[src/rtl/sd_sector_reader_if.sv]
// Sector-reader bus: CPU request/status, sector buffer write port and SPI byte-engine port.
// slave = the reader itself, master = whatever drives/observes it.
interface sd_sector_reader_if;
  logic        req;
  logic [31:0] lba;
  logic        block_addr;
  logic        busy;
  logic        done;
  logic [2:0]  err_code;
  logic [7:0]  r1;
  logic        buf_we;
  logic [8:0]  buf_addr;
  logic [7:0]  buf_wdata;
  logic [7:0]  spi_din;
  logic        spi_start;
  logic        spi_busy;
  logic [7:0]  spi_dout;
  logic        spi_cs;

  modport slave (
    input  req, lba, block_addr, spi_busy, spi_dout,
    output busy, done, err_code, r1, buf_we, buf_addr, buf_wdata, spi_din, spi_start, spi_cs
  );
  modport master (
    output req, lba, block_addr, spi_busy, spi_dout,
    input  busy, done, err_code, r1, buf_we, buf_addr, buf_wdata, spi_din, spi_start, spi_cs
  );
endinterface

[src/rtl/sd_sector_reader.sv]
// Single-block SD read sequencer: CMD17, R1 poll, token wait, 512 data bytes into the
// sector buffer, CRC discard, then a chip-deselected dummy byte before reporting done.
module sd_sector_reader #(
  parameter int R1_TRIES    = 8,
  parameter int TOKEN_TRIES = 4096
) (
  input  logic              clk,
  input  logic              reset,
  sd_sector_reader_if.slave bus
);
  localparam int CMAX = (TOKEN_TRIES > 512) ? TOKEN_TRIES : 512;
  localparam int CW   = $clog2(CMAX) + 1;
  localparam logic [CW-1:0] CMD_LAST  = CW'(5);
  localparam logic [CW-1:0] R1_LAST   = CW'(R1_TRIES - 1);
  localparam logic [CW-1:0] TOK_LAST  = CW'(TOKEN_TRIES - 1);
  localparam logic [CW-1:0] DATA_LAST = CW'(511);
  localparam logic [CW-1:0] CRC_LAST  = CW'(1);

  typedef enum logic [2:0] {S_IDLE, S_CMD, S_R1, S_TOKEN, S_DATA, S_CRC, S_TAIL} state_t;
  // Per-byte handshake: start pulse, one blind cycle, then wait for engine idle.
  typedef enum logic [1:0] {PH_START, PH_HOLD, PH_WAIT} phase_t;

  state_t          state_q, state_d;
  phase_t          ph_q, ph_d;
  logic [CW-1:0]   cnt_q, cnt_d;
  logic [31:0]     arg_q, arg_d;
  logic            busy_q, busy_d;
  logic            done_q, done_d;
  logic [2:0]      err_q, err_d;
  logic [7:0]      r1_q, r1_d;
  logic            we_q, we_d;
  logic [8:0]      addr_q, addr_d;
  logic [7:0]      wdata_q, wdata_d;
  logic            cs_q, cs_d;
  logic            xfer_done;
  logic [7:0]      din;

  always_ff @(posedge clk) begin
    if (reset) begin
      state_q <= S_IDLE;
      ph_q    <= PH_START;
      cnt_q   <= '0;
      arg_q   <= '0;
      busy_q  <= 1'b0;
      done_q  <= 1'b0;
      err_q   <= 3'd0;
      r1_q    <= 8'hFF;
      we_q    <= 1'b0;
      addr_q  <= 9'd0;
      wdata_q <= 8'h00;
      cs_q    <= 1'b1;
    end else begin
      state_q <= state_d;
      ph_q    <= ph_d;
      cnt_q   <= cnt_d;
      arg_q   <= arg_d;
      busy_q  <= busy_d;
      done_q  <= done_d;
      err_q   <= err_d;
      r1_q    <= r1_d;
      we_q    <= we_d;
      addr_q  <= addr_d;
      wdata_q <= wdata_d;
      cs_q    <= cs_d;
    end
  end

  assign xfer_done = (state_q != S_IDLE) && (ph_q == PH_WAIT) && !bus.spi_busy;

  always_comb begin
    state_d = state_q;
    ph_d    = ph_q;
    cnt_d   = cnt_q;
    arg_d   = arg_q;
    busy_d  = busy_q;
    done_d  = 1'b0;
    err_d   = err_q;
    r1_d    = r1_q;
    we_d    = 1'b0;
    addr_d  = addr_q;
    wdata_d = wdata_q;
    cs_d    = cs_q;

    if (state_q != S_IDLE) begin
      case (ph_q)
        PH_START: ph_d = PH_HOLD;
        PH_HOLD:  ph_d = PH_WAIT;
        default:  if (!bus.spi_busy) ph_d = PH_START;
      endcase
    end

    case (state_q)
      S_IDLE: begin
        // A req landing in the done cycle is dropped, not queued.
        if (bus.req && !done_q) begin
          arg_d   = bus.block_addr ? bus.lba : (bus.lba << 9);
          err_d   = 3'd0;
          r1_d    = 8'hFF;
          busy_d  = 1'b1;
          cs_d    = 1'b0;
          cnt_d   = '0;
          ph_d    = PH_START;
          state_d = S_CMD;
        end
      end
      S_CMD: if (xfer_done) begin
        if (cnt_q == CMD_LAST) begin
          cnt_d   = '0;
          state_d = S_R1;
        end else cnt_d = cnt_q + CW'(1);
      end
      S_R1: if (xfer_done) begin
        if (!bus.spi_dout[7]) begin
          r1_d = bus.spi_dout;
          cnt_d = '0;
          if (bus.spi_dout == 8'h00) state_d = S_TOKEN;
          else begin
            err_d   = 3'd2;
            cs_d    = 1'b1;
            state_d = S_TAIL;
          end
        end else if (cnt_q == R1_LAST) begin
          err_d   = 3'd1;
          cs_d    = 1'b1;
          cnt_d   = '0;
          state_d = S_TAIL;
        end else cnt_d = cnt_q + CW'(1);
      end
      S_TOKEN: if (xfer_done) begin
        if (bus.spi_dout == 8'hFE) begin
          cnt_d   = '0;
          state_d = S_DATA;
        end else if (bus.spi_dout != 8'hFF) begin
          err_d   = 3'd4;
          cs_d    = 1'b1;
          cnt_d   = '0;
          state_d = S_TAIL;
        end else if (cnt_q == TOK_LAST) begin
          err_d   = 3'd3;
          cs_d    = 1'b1;
          cnt_d   = '0;
          state_d = S_TAIL;
        end else cnt_d = cnt_q + CW'(1);
      end
      S_DATA: if (xfer_done) begin
        we_d    = 1'b1;
        addr_d  = cnt_q[8:0];
        wdata_d = bus.spi_dout;
        if (cnt_q == DATA_LAST) begin
          cnt_d   = '0;
          state_d = S_CRC;
        end else cnt_d = cnt_q + CW'(1);
      end
      S_CRC: if (xfer_done) begin
        if (cnt_q == CRC_LAST) begin
          cnt_d   = '0;
          cs_d    = 1'b1;
          state_d = S_TAIL;
        end else cnt_d = cnt_q + CW'(1);
      end
      S_TAIL: if (xfer_done) begin
        done_d  = 1'b1;
        busy_d  = 1'b0;
        state_d = S_IDLE;
      end
      default: state_d = S_IDLE;
    endcase
  end

  always_comb begin
    din = 8'hFF;
    if (state_q == S_CMD) begin
      case (cnt_q[2:0])
        3'd0:    din = 8'h51;
        3'd1:    din = arg_q[31:24];
        3'd2:    din = arg_q[23:16];
        3'd3:    din = arg_q[15:8];
        3'd4:    din = arg_q[7:0];
        default: din = 8'hFF;
      endcase
    end
  end

  assign bus.spi_start = (state_q != S_IDLE) && (ph_q == PH_START);
  assign bus.spi_din   = din;
  assign bus.spi_cs    = cs_q;
  assign bus.busy      = busy_q;
  assign bus.done      = done_q;
  assign bus.err_code  = err_q;
  assign bus.r1        = r1_q;
  assign bus.buf_we    = we_q;
  assign bus.buf_addr  = addr_q;
  assign bus.buf_wdata = wdata_q;
endmodule

[src/flat_wrapper.sv]
// flat-port wrapper written by rule: the top's interface ports become plain ports
module sd_sector_reader_flat 
#(
  parameter int R1_TRIES    = 8,
  parameter int TOKEN_TRIES = 4096
)
  (clk, reset, bus_req, bus_lba, bus_block_addr, bus_spi_busy, bus_spi_dout, bus_busy, bus_done, bus_err_code, bus_r1, bus_buf_we, bus_buf_addr, bus_buf_wdata, bus_spi_din, bus_spi_start, bus_spi_cs);
  sd_sector_reader_if bus_i ();
  input  logic clk;
  input  logic reset;
  input wire logic [$bits(bus_i.req)-1:0] bus_req;
  input wire logic [$bits(bus_i.lba)-1:0] bus_lba;
  input wire logic [$bits(bus_i.block_addr)-1:0] bus_block_addr;
  input wire logic [$bits(bus_i.spi_busy)-1:0] bus_spi_busy;
  input wire logic [$bits(bus_i.spi_dout)-1:0] bus_spi_dout;
  output wire logic [$bits(bus_i.busy)-1:0] bus_busy;
  output wire logic [$bits(bus_i.done)-1:0] bus_done;
  output wire logic [$bits(bus_i.err_code)-1:0] bus_err_code;
  output wire logic [$bits(bus_i.r1)-1:0] bus_r1;
  output wire logic [$bits(bus_i.buf_we)-1:0] bus_buf_we;
  output wire logic [$bits(bus_i.buf_addr)-1:0] bus_buf_addr;
  output wire logic [$bits(bus_i.buf_wdata)-1:0] bus_buf_wdata;
  output wire logic [$bits(bus_i.spi_din)-1:0] bus_spi_din;
  output wire logic [$bits(bus_i.spi_start)-1:0] bus_spi_start;
  output wire logic [$bits(bus_i.spi_cs)-1:0] bus_spi_cs;
  assign bus_i.req = bus_req;
  assign bus_i.lba = bus_lba;
  assign bus_i.block_addr = bus_block_addr;
  assign bus_i.spi_busy = bus_spi_busy;
  assign bus_i.spi_dout = bus_spi_dout;
  assign bus_busy = bus_i.busy;
  assign bus_done = bus_i.done;
  assign bus_err_code = bus_i.err_code;
  assign bus_r1 = bus_i.r1;
  assign bus_buf_we = bus_i.buf_we;
  assign bus_buf_addr = bus_i.buf_addr;
  assign bus_buf_wdata = bus_i.buf_wdata;
  assign bus_spi_din = bus_i.spi_din;
  assign bus_spi_start = bus_i.spi_start;
  assign bus_spi_cs = bus_i.spi_cs;
  sd_sector_reader #(.R1_TRIES(R1_TRIES), .TOKEN_TRIES(TOKEN_TRIES)) u_core (.clk(clk), .reset(reset), .bus(bus_i));
endmodule
[config.mk]
export PLATFORM = sky130hd
export DESIGN_NAME = sd_sector_reader_flat
export DESIGN_NICKNAME = d
export VERILOG_FILES = /design/src/rtl/sd_sector_reader_if.sv /design/src/rtl/sd_sector_reader.sv /design/src/flat_wrapper.sv
export SDC_FILE = /design/constraint.sdc
export NUM_CORES = 1
export LEC_CHECK = 0
export ABC_CLOCK_PERIOD_IN_PS = 3150
export CAP_MARGIN = 5
export CORE_MARGIN = 3
export CORE_UTILIZATION = 50
export CTS_CLUSTER_DIAMETER = 120
export CTS_CLUSTER_SIZE = 28
export DETAILED_ROUTE_END_ITERATION = 7
export PLACE_DENSITY = 0.9
export SYNTH_ARGS = -nofsm -noshare
export SYNTH_HDL_FRONTEND = slang
export SYNTH_SLANG_ARGS = --single-unit
[constraint.sdc]
create_clock -name clk -period 3.15 [get_ports clk]
set_clock_uncertainty 0.1 [all_clocks]
set_input_delay 0.7875 -clock clk [delete_from_list [all_inputs] [get_ports clk]]
set_output_delay 0.7875 -clock clk [all_outputs]
set_load 0.05 [all_outputs]
== Word level (Yosys, flattened, before mapping) ==
Index checks and enable logic that the tools add are counted.

* Register bits: 82
* Input port bits: 45
* Logic and storage cells: 146

* Reductions and logical operators: 26
* Multiplexer cells: 70
* Bitwise logic cells: 2
* $add $sub $neg: 1
* Equality and inequality tests: 35

{| class="wikitable"
|+ Operators by type and width
! cell !! number
|-
| 2-to-1 mux 13 bit || 14
|-
| one-hot mux 13 bit (6 select lines) || 1
|-
| 2-to-1 mux 3 bit || 25
|-
| one-hot mux 8 bit (5 select lines) || 1
|-
| 2-to-1 mux 32 bit || 1
|-
| 2-to-1 mux 8 bit || 4
|-
| == test 13 x 3 -> 1 bit, second input constant || 2
|-
| one-hot mux 3 bit (7 select lines) || 1
|-
| inequality test 2 x 1 -> 1 bit, second input constant || 10
|-
| one-hot mux 8 bit (2 select lines) || 1
|-
| 2-to-1 mux 1 bit || 14
|-
| adder 13 x 1 -> 13 bit, second input constant || 1
|-
| == test 13 x 1 -> 1 bit, second input constant || 1
|-
| == test 13 x 12 -> 1 bit, second input constant || 1
|-
| == test 13 x 9 -> 1 bit, second input constant || 1
|-
| == test 3 x 2 -> 1 bit, second input constant || 4
|-
| == test 3 bit, second input constant || 4
|-
| AND reduction 12 bit || 1
|-
| AND reduction 10 bit || 1
|-
| one-hot mux 3 bit (3 select lines) || 1
|-
| == test 8 bit, second input constant || 1
|-
| logical NOT 8 bit || 1
|-
| 2-to-1 mux 2 bit || 4
|-
| inequality test 8 bit, second input constant || 1
|-
| other kinds (26) || 38
|}

== Depth between registers and ports, before layout ==
Gate-level depths: netlist of the first run.

* Word-level depth: 6
* Depth in mapped cells: 9
* Gate-level depth less buffers: 8

== Worst setup path before layout of the first run ==
Ideal clock, no wire load.

* Kind: reg-to-output
* Start point: register u_core.cnt_q[0]
* End point: output port bus_spi_din[0]
* Cell stages (with the launch flop): 7
* Arrival time: 1.827 ns
* Path buffers: 1
* Setup slack: 0.436 ns
* Data required time: 2.263 ns
* Cell sequence: dfxtp_1 > ha_1 > ha_1 > buf_1 > o31a_1 > o21ai_0 > a221o_1

* Longest elaborated chain between the ends: 3

{| class="wikitable"
|+ RTL lines
! item !! line !! RTL
|-
| start: declaration || sd_sector_reader.sv:25 || <nowiki>logic [CW-1:0] cnt_q, cnt_d;</nowiki>
|-
| start signal: assignment || sd_sector_reader.sv:55 || <nowiki>cnt_q <= cnt_d;</nowiki>
|-
| == test 3 bit (tied with other cells) || sd_sector_reader.sv:173 || <nowiki>case (cnt_q[2:0])</nowiki>
|-
| one-hot mux 8 bit (5 select lines) * || sd_sector_reader.sv:173 ||
|-
| 2-to-1 mux 8 bit * || sd_sector_reader.sv:172 || <nowiki>if (state_q == S_CMD) begin</nowiki>
|-
| end: declaration || flat_wrapper.sv:23 || <nowiki>output wire logic [$bits(bus_i.spi_din)-1:0] bus_spi_din;</nowiki>
|}

Mark *: on every way between the ends. The rest lies on a longest branch, timed or not.

== Final worst setup path of the first run ==
* Start point: register u_core.cnt_q[0]
* End point: output port bus_spi_din[1]

The elaborated chain is that of the path after synthesis.

==> impl_metrics.yaml, run 1 <==
clocking:
  insertion_delay_ns: 0.35
  htreeDepth: 3
  cts_tree: "built"
  cts_root_buf: "clkbuf_8"
  cts-resized-gates: 0
  cts_sinks: 82
  postCtsSetupBuffers: 0
  clkSlewWorstSetupHoldPaths_ns: 0.08
  hold_buffers: 0
  clk_path_buf_depth: 2
  cts_buffers: 9
floorplanning:
  die_h_um: 96.8
  rows: 32
  dieArea_mm2: 0.00937
  ioPinCount: 86
  die_w_um: 96.8
  start_util_pct: 52.5
  core_mm2: 0.00785
finish:
  instances_no_fill: 673
  antenna_cells: 0
  nNetsFinal: 616
  num-fill-cells: 610
  area_delta_synth_final_pct: 30.3
  utilization_pct: 68.5
  drive_above_1_share_pct: 11.2
status:
  status: "completed"
worst_setup_path:
  worstPathMaxFanout: 9
  worstSetupEndpointType: "primary output"
  cp.required_ns: 2.26
  crit_path_end: "bus_spi_din[1]"
  critPathArrivalTime_ns: 2.14
  startpoint_type: "flop"
  r2r_cells: 6
  worstSetupPathType: "flop to primary output"
  rr_endpoint: "u_core.bus.r1[5]$_SDFFE_PP1P_"
  r2r_setup_slack_ns: 0.75
  r2r-start: "u_core.state_q[2]$_SDFFE_PP0P_"
  startpoint: "u_core.cnt_q[0]$_SDFFE_PP0P_"
logic_synthesis:
  synth_area_leaders: "dfxtp_1 40%, mux2i_1 6.3%, nand2_1 6.0%, nor2_1 5.6%, a211oi_1 4.6%"
  yosysTopAreaCell: "dfxtp_1"
  synth_common_cells: "82 x dfxtp_1, 66 x nand2_1, 62 x nor2_1, 31 x a21oi_1, 26 x mux2i_1"
  async_flop_share_pct: 0
  synth.most_common_cell: "dfxtp_1"
  ys_types: 64
  synth_fp_nets: 544
  syn_area_per_cell_um2: 8.35
  yosysSeqAreaShare_pct: 39.8
  yosysTopAreaCellShare_pct: 39.8
  ys_warn_count: 0
  ys_ff_latch: 82
  ys.flop_type: "dfxtp_1"
  synth_edf_count: 0
  synth_area_mm2: 0.00412
  synthCells: 494
drt:
  routed_wl_um: 11000
  dr.pass1.iters: 6
  drt_iter0_drc: 288
  ant_nets: 0
  drt-wirelength-per-cell_um: 16.4
  num_vias: 4036
  route.detailed.drc: 0
  vias_per_cell: 6.00
sta:
  worst_pin_slew_ns: 0.772
  fin_crit_sh_pct: 96.1
  fin_ws_ns: 0.124
  slew_violations: 0
  setup-violations-final: 0
  rsz0062_at_grt: "no"
  finalCriticalPeriod_ns: 3.03
  hold_violations: 0
  final.setup.tns_ns: 0
  holdWs_ns: 0.357
  relSlewSlack_pct: 48.5
  max_freq_mhz: 330
pwr:
  vdd_ir_drop_max_mv: 0.429
  p_leak_uw: 0.00200
  power.switching_uw: 1280
  clkPwrFrac_pct: 25.1
  power_density_mw_per_mm2: 650
  p_seq_share_pct: 36.1
  swShare_pct: 36.5
  power_frac_comb_pct: 38.8
  internal-power_uw: 2220
placement:
  place.gp.congestion: 0.914
  io_buffers: 85
  place_hpwl_um: 8050
  place_inst: 657
  place_ws_ns: 0.171
global_routing:
  grt_first_pass_wirelength_um: 18200
  first_global_vias: 3895
  grt_max_degree: 58
  antenna_found_initial: 0
  grt_overflow: 0
  grt_usage_pct: 23.3
hold_path:
  worstHoldPathType: "flop to flop"
flow_run:
  drv_cap: 0
-- routing by layer --
metal  share of wire [%]  vias to the layer above  GRT usage [%]
met4                 2.4                        0           8.32
met1                  41                     1843           29.2
met3                 8.4                       28           4.69
li1                    -                     1941              -
met5                   0                        -              0
met2                  48                      224           39.6
-- worst min-delay path by stage --
| stage | startpoint | endpoint | slack (ns) | cells after the start |
|---|---|---|---|---|
| 6_report | u_core.bus.buf_wdata[5]$_SDFFE_PP0P_ | u_core.bus.buf_wdata[5]$_SDFFE_PP0P_ | 0.36 | 2 |
| 2_1_floorplan | u_core.arg_q[1]$_SDFFE_PP0P_ | u_core.arg_q[1]$_SDFFE_PP0P_ | 0.33 | 2 |
| 5_1_grt | u_core.bus.buf_wdata[5]$_SDFFE_PP0P_ | u_core.bus.buf_wdata[5]$_SDFFE_PP0P_ | 0.38 | 2 |
| 4_1_cts | u_core.arg_q[6]$_SDFFE_PP0P_ | u_core.arg_q[6]$_SDFFE_PP0P_ | 0.36 | 2 |
| 3_5_place_dp | u_core.arg_q[6]$_SDFFE_PP0P_ | u_core.arg_q[6]$_SDFFE_PP0P_ | 0.35 | 2 |
| 3_3_place_gp | u_core.arg_q[4]$_SDFFE_PP0P_ | u_core.arg_q[4]$_SDFFE_PP0P_ | 0.34 | 2 |
-- metrics by stage --
step | total power, uW | cell area (um2)
after floorplan | 2180 | 4120
after global placement | 2580 | 5130
after detailed placement | 2620 | 5130
after CTS | 3490 | 5370
after global routing | 3660 | 5370
final | 3490 | 5370
-- registers in the layout (all words and copies together), names as in the netlist, 2 cells and up --
name and count:
u_core.arg_q 32, u_core.bus.buf_addr 9, u_core.bus.buf_wdata 8, u_core.bus.err_code 3, u_core.bus.r1 8, u_core.cnt_q 13, u_core.ph_q 2, u_core.state_q 3
-- placed cells by master (no fill, tap or decap), types with 8 or more instances in the layout --
| cell type | netlist | routed |
|---|---|---|
| dfxtp_1 | 82 | 80 |
| clkdlybuf4s50_1 | 0 | 76 |
| nand2_1 | 66 | 66 |
| nor2_1 | 62 | 62 |
| a21oi_1 | 31 | 31 |
| mux2i_1 | 26 | 26 |
| a211oi_1 | 25 | 25 |
| a22oi_1 | 19 | 19 |
| nand3_1 | 19 | 19 |
| buf_4 | 1 | 15 |
| clkbuf_8 | 0 | 12 |
| nor3_1 | 11 | 11 |
| buf_12 | 0 | 9 |
| o21bai_1 | 8 | 8 |
| nand4_1 | 8 | 8 |
-- power groups by stage --
stage	Combinational, uW	Sequential (uW)	Clock [uW]
2_1_floorplan	862	1320	0
3_3_place_gp	1300	1270	0
3_5_place_dp	1340	1280	0
4_1_cts	1340	1260	886
5_1_grt	1460	1270	927
6_report	1350	1260	877
-- layout make-up --
type | count | area, um2 | area share [%]
multi-input combinational | 365 | 2280 | 42.4
inverter | 7 | 26.3 | 0.489
clock inverter | 4 | 72.6 | 1.35
timing repair buffer | 101 | 1060 | 19.7
clock buffer | 12 | 165 | 3.07
sequential | 82 | 1640 | 30.6
tap | 102 | 128 | 2.37
-- critical path, cell delays in order (launching register included) --
cell	delay [ns]
dfxtp_2	0.40
inv_1	0.08
ha_1	0.32
nor2_1	0.14
nor2_1	0.05
o31a_1	0.25
buf_4	0.16
o211ai_1	0.18
buf_12	0.19
-- cells by family (layout without fill, tap and decap cells) --
logic type / Yosys count / after routing / share of synthesized area (%)
compound gates: 135 / 135 / 24.3
fa+ha+maj: 5 / 5 / 1.52
buf+inv: 47 / 124 / 4.98
mux: 26 / 26 / 6.31
simple gates: 199 / 199 / 23.0
flops: 82 / 82 / 39.8
Note: power is estimated with default switching activity, not from simulation.
==> inputs of run 2 (changes only) <==
--- a/config.mk
+++ b/config.mk
@@ -7,7 +7,7 @@
 export LEC_CHECK = 0
 export ABC_CLOCK_PERIOD_IN_PS = 3150
 export CAP_MARGIN = 5
-export CORE_MARGIN = 3
+export CORE_MARGIN = 2
 export CORE_UTILIZATION = 50
 export CTS_CLUSTER_DIAMETER = 120
 export CTS_CLUSTER_SIZE = 28
==> run 2 against run 1 <==
Compared with the run above: count of clock-buffer cells in the layout shrank 1; sequential cell count is the same; combinational power is essentially flat; wire length is essentially flat; design area is essentially flat; largest cell class unchanged; core utilization shrank 2.1 points; via count grew 1.0%; critical path depth shrank 1; total power shrank 2.2%; first-iteration DRC count shrank 7.3%.
==> impl_metrics.yaml, run 2 (synthesis results as in run 1) <==
drt:
  drt_iter0_drc: 267
  route.detailed.drc: 0
  num_vias: 4077
  vias_per_cell: 6.03
  drt-wirelength-per-cell_um: 16.3
  routed_wl_um: 11000
  dr.pass1.iters: 5
  ant_nets: 0
sta:
  finalCriticalPeriod_ns: 3.02
  fin_crit_sh_pct: 95.9
  worst_pin_slew_ns: 0.679
  slew_violations: 0
  setup-violations-final: 0
  relSlewSlack_pct: 54.7
  hold_violations: 0
  rsz0062_at_grt: "no"
  final.setup.tns_ns: 0
  max_freq_mhz: 331
global_routing:
  grt_overflow: 0
  top_usage_layer: "met2"
  grt_use_met2_pct: 44.4
  first_global_vias: 3851
  grt_max_degree: 58
  grt_first_pass_wirelength_um: 17600
  antenna_found_initial: 0
  use_met1_pct: 29.4
  grt_util_met3_pct: 3.91
  grt_usage_pct: 25.0
clocking:
  insertion_delay_ns: 0.35
  htreeDepth: 3
  postCtsSetupBuffers: 0
  cts_tree: "built"
  hold_buffers: 0
  clk_path_buf_depth: 2
  cts_sinks: 82
  cts_buffers: 9
  clkSlewWorstSetupHoldPaths_ns: 0.08
  cts_root_buf: "clkbuf_8"
worst_setup_path:
  worstSetupPathType: "flop to primary output"
  startpoint_type: "flop"
  max_stage_delay_ns: 0.39
  critPathArrivalTime_ns: 2.13
  cp.required_ns: 2.26
  critPathSlowestCell: "dfxtp_2"
  worstSetupEndpointType: "primary output"
  path_cells: "inv_1 -> ha_1 -> buf_4 -> a221oi_1 -> o21ai_0 -> a221o_1 -> buf_12"
  worstPathMaxFanout: 8
  r2r_cells: 6
pwr:
  power_density_mw_per_mm2: 636
  p_leak_uw: 0.00200
  vdd_ir_drop_max_mv: 0.459
finish:
  antenna_cells: 0
  area_delta_synth_final_pct: 30.2
  largest_reg_flops: 32
  layout.cells.most_common: "dfxtp_1"
  final_cell_mix: "80 x dfxtp_1, 76 x clkdlybuf4s50_1, 66 x nand2_1"
  multi_input_area_mm2: 0.00229
  nNetsFinal: 618
  num-fill-cells: 646
  instances_no_fill: 676
  drive_above_1_share_pct: 11.4
  ff_latch_area_mm2: 0.00164
  regMostFlops: "u_core.arg_q"
floorplanning:
  die_h_um: 94.8
  rows: 33
  dieArea_mm2: 0.00899
  core_mm2: 0.00809
  start_util_pct: 50.9
  die_w_um: 94.8
  ioPinCount: 86
placement:
  place_inst: 662
  place.gp.congestion: 0.920
  place_hpwl_um: 8320
  io_buffers: 85
flow_run:
  drv_cap: 0
status:
  status: "completed"
hold_path:
  min_path_cells: 2
  worstHoldPathType: "flop to flop"
-- run 2: cell count changes in the layout (fill, tap and decap cells not counted), sizes merged --
cell,before,now
buf,25,27
clkinvlp,1,0
clkbuf,12,11
-- run 2: path summary, 6_finish.rpt --
check	startpoint	end	slack (ns)
min reg2reg	u_core.arg_q[5]$_SDFFE_PP0P_	u_core.arg_q[5]$_SDFFE_PP0P_	0.35
max	u_core.cnt_q[1]$_SDFFE_PP0P_	bus_spi_din[0]	0.13
min	u_core.arg_q[5]$_SDFFE_PP0P_	u_core.arg_q[5]$_SDFFE_PP0P_	0.35
max reg2reg	u_core.cnt_q[9]$_SDFFE_PP0P_	u_core.bus.err_code[2]$_SDFFE_PP0P_	0.87
-- run 2: critical path, delay by kind of cell, from the launching register on --
kind / cells / cell delay (ns)
AO/OA/AOI/OAI: 3 / 0.73
buffers and inverters: 3 / 0.43
flip-flops: 1 / 0.39
adder cells (fa/ha/maj): 1 / 0.23
-- run 2: power by group --
part,switching (uW),total [uW],internal (uW)
Clock,354,813,459
Combinational,810,1340,531
Sequential,86.1,1260,1180
-- run 2: repair_timing --
item	in CTS	in global routing
setup endpoints to repair	4	5
resized for setup	2	3
endpoints found under the hold margin	0	0
-- run 2: final cells by class --
class | count | area share, %
Clock buffer | 11 | 2.63
Clock inverter | 3 | 1.21
Inverter | 7 | 0.489
Multi-Input combinational cell | 365 | 42.6
Sequential cell | 82 | 30.6
Tap cell | 105 | 2.45
Timing Repair Buffer | 103 | 20.0
-- run 2: layer usage --
| layer | vias to the layer above | part of all wire, % |
|---|---|---|
| met2 | 187 | 50 |
| met1 | 1914 | 41 |
| li1 | 1947 | - |
| met5 | - | 0 |
| met3 | 29 | 6.1 |
| met4 | 0 | 2.7 |
-- run 2: through the flow --
stage                     power, uW  utilization, %  setup WS, ns  cell area, um2  hold WS (ns)
final                          3420            66.3         0.130            5370         0.354
after global routing           3590            66.3        0.0244            5370         0.372
after CTS                      3410            66.2        0.0477            5360         0.354
after detailed placement       2610            63.6         0.169            5150         0.346
after global placement         2580            63.6         0.230            5150         0.340
after floorplan                2180               -         0.436            4120         0.332
==> inputs of run 3 (changes only) <==
--- a/config.mk
+++ b/config.mk
@@ -13,6 +13,7 @@
 export CTS_CLUSTER_SIZE = 28
 export DETAILED_ROUTE_END_ITERATION = 7
 export PLACE_DENSITY = 0.9
+export SLEW_MARGIN = 10
 export SYNTH_ARGS = -nofsm -noshare
 export SYNTH_HDL_FRONTEND = slang
 export SYNTH_SLANG_ARGS = --single-unit
==> results of run 3 <==
Final layout, timing and power as in run 2 (identical DEF).
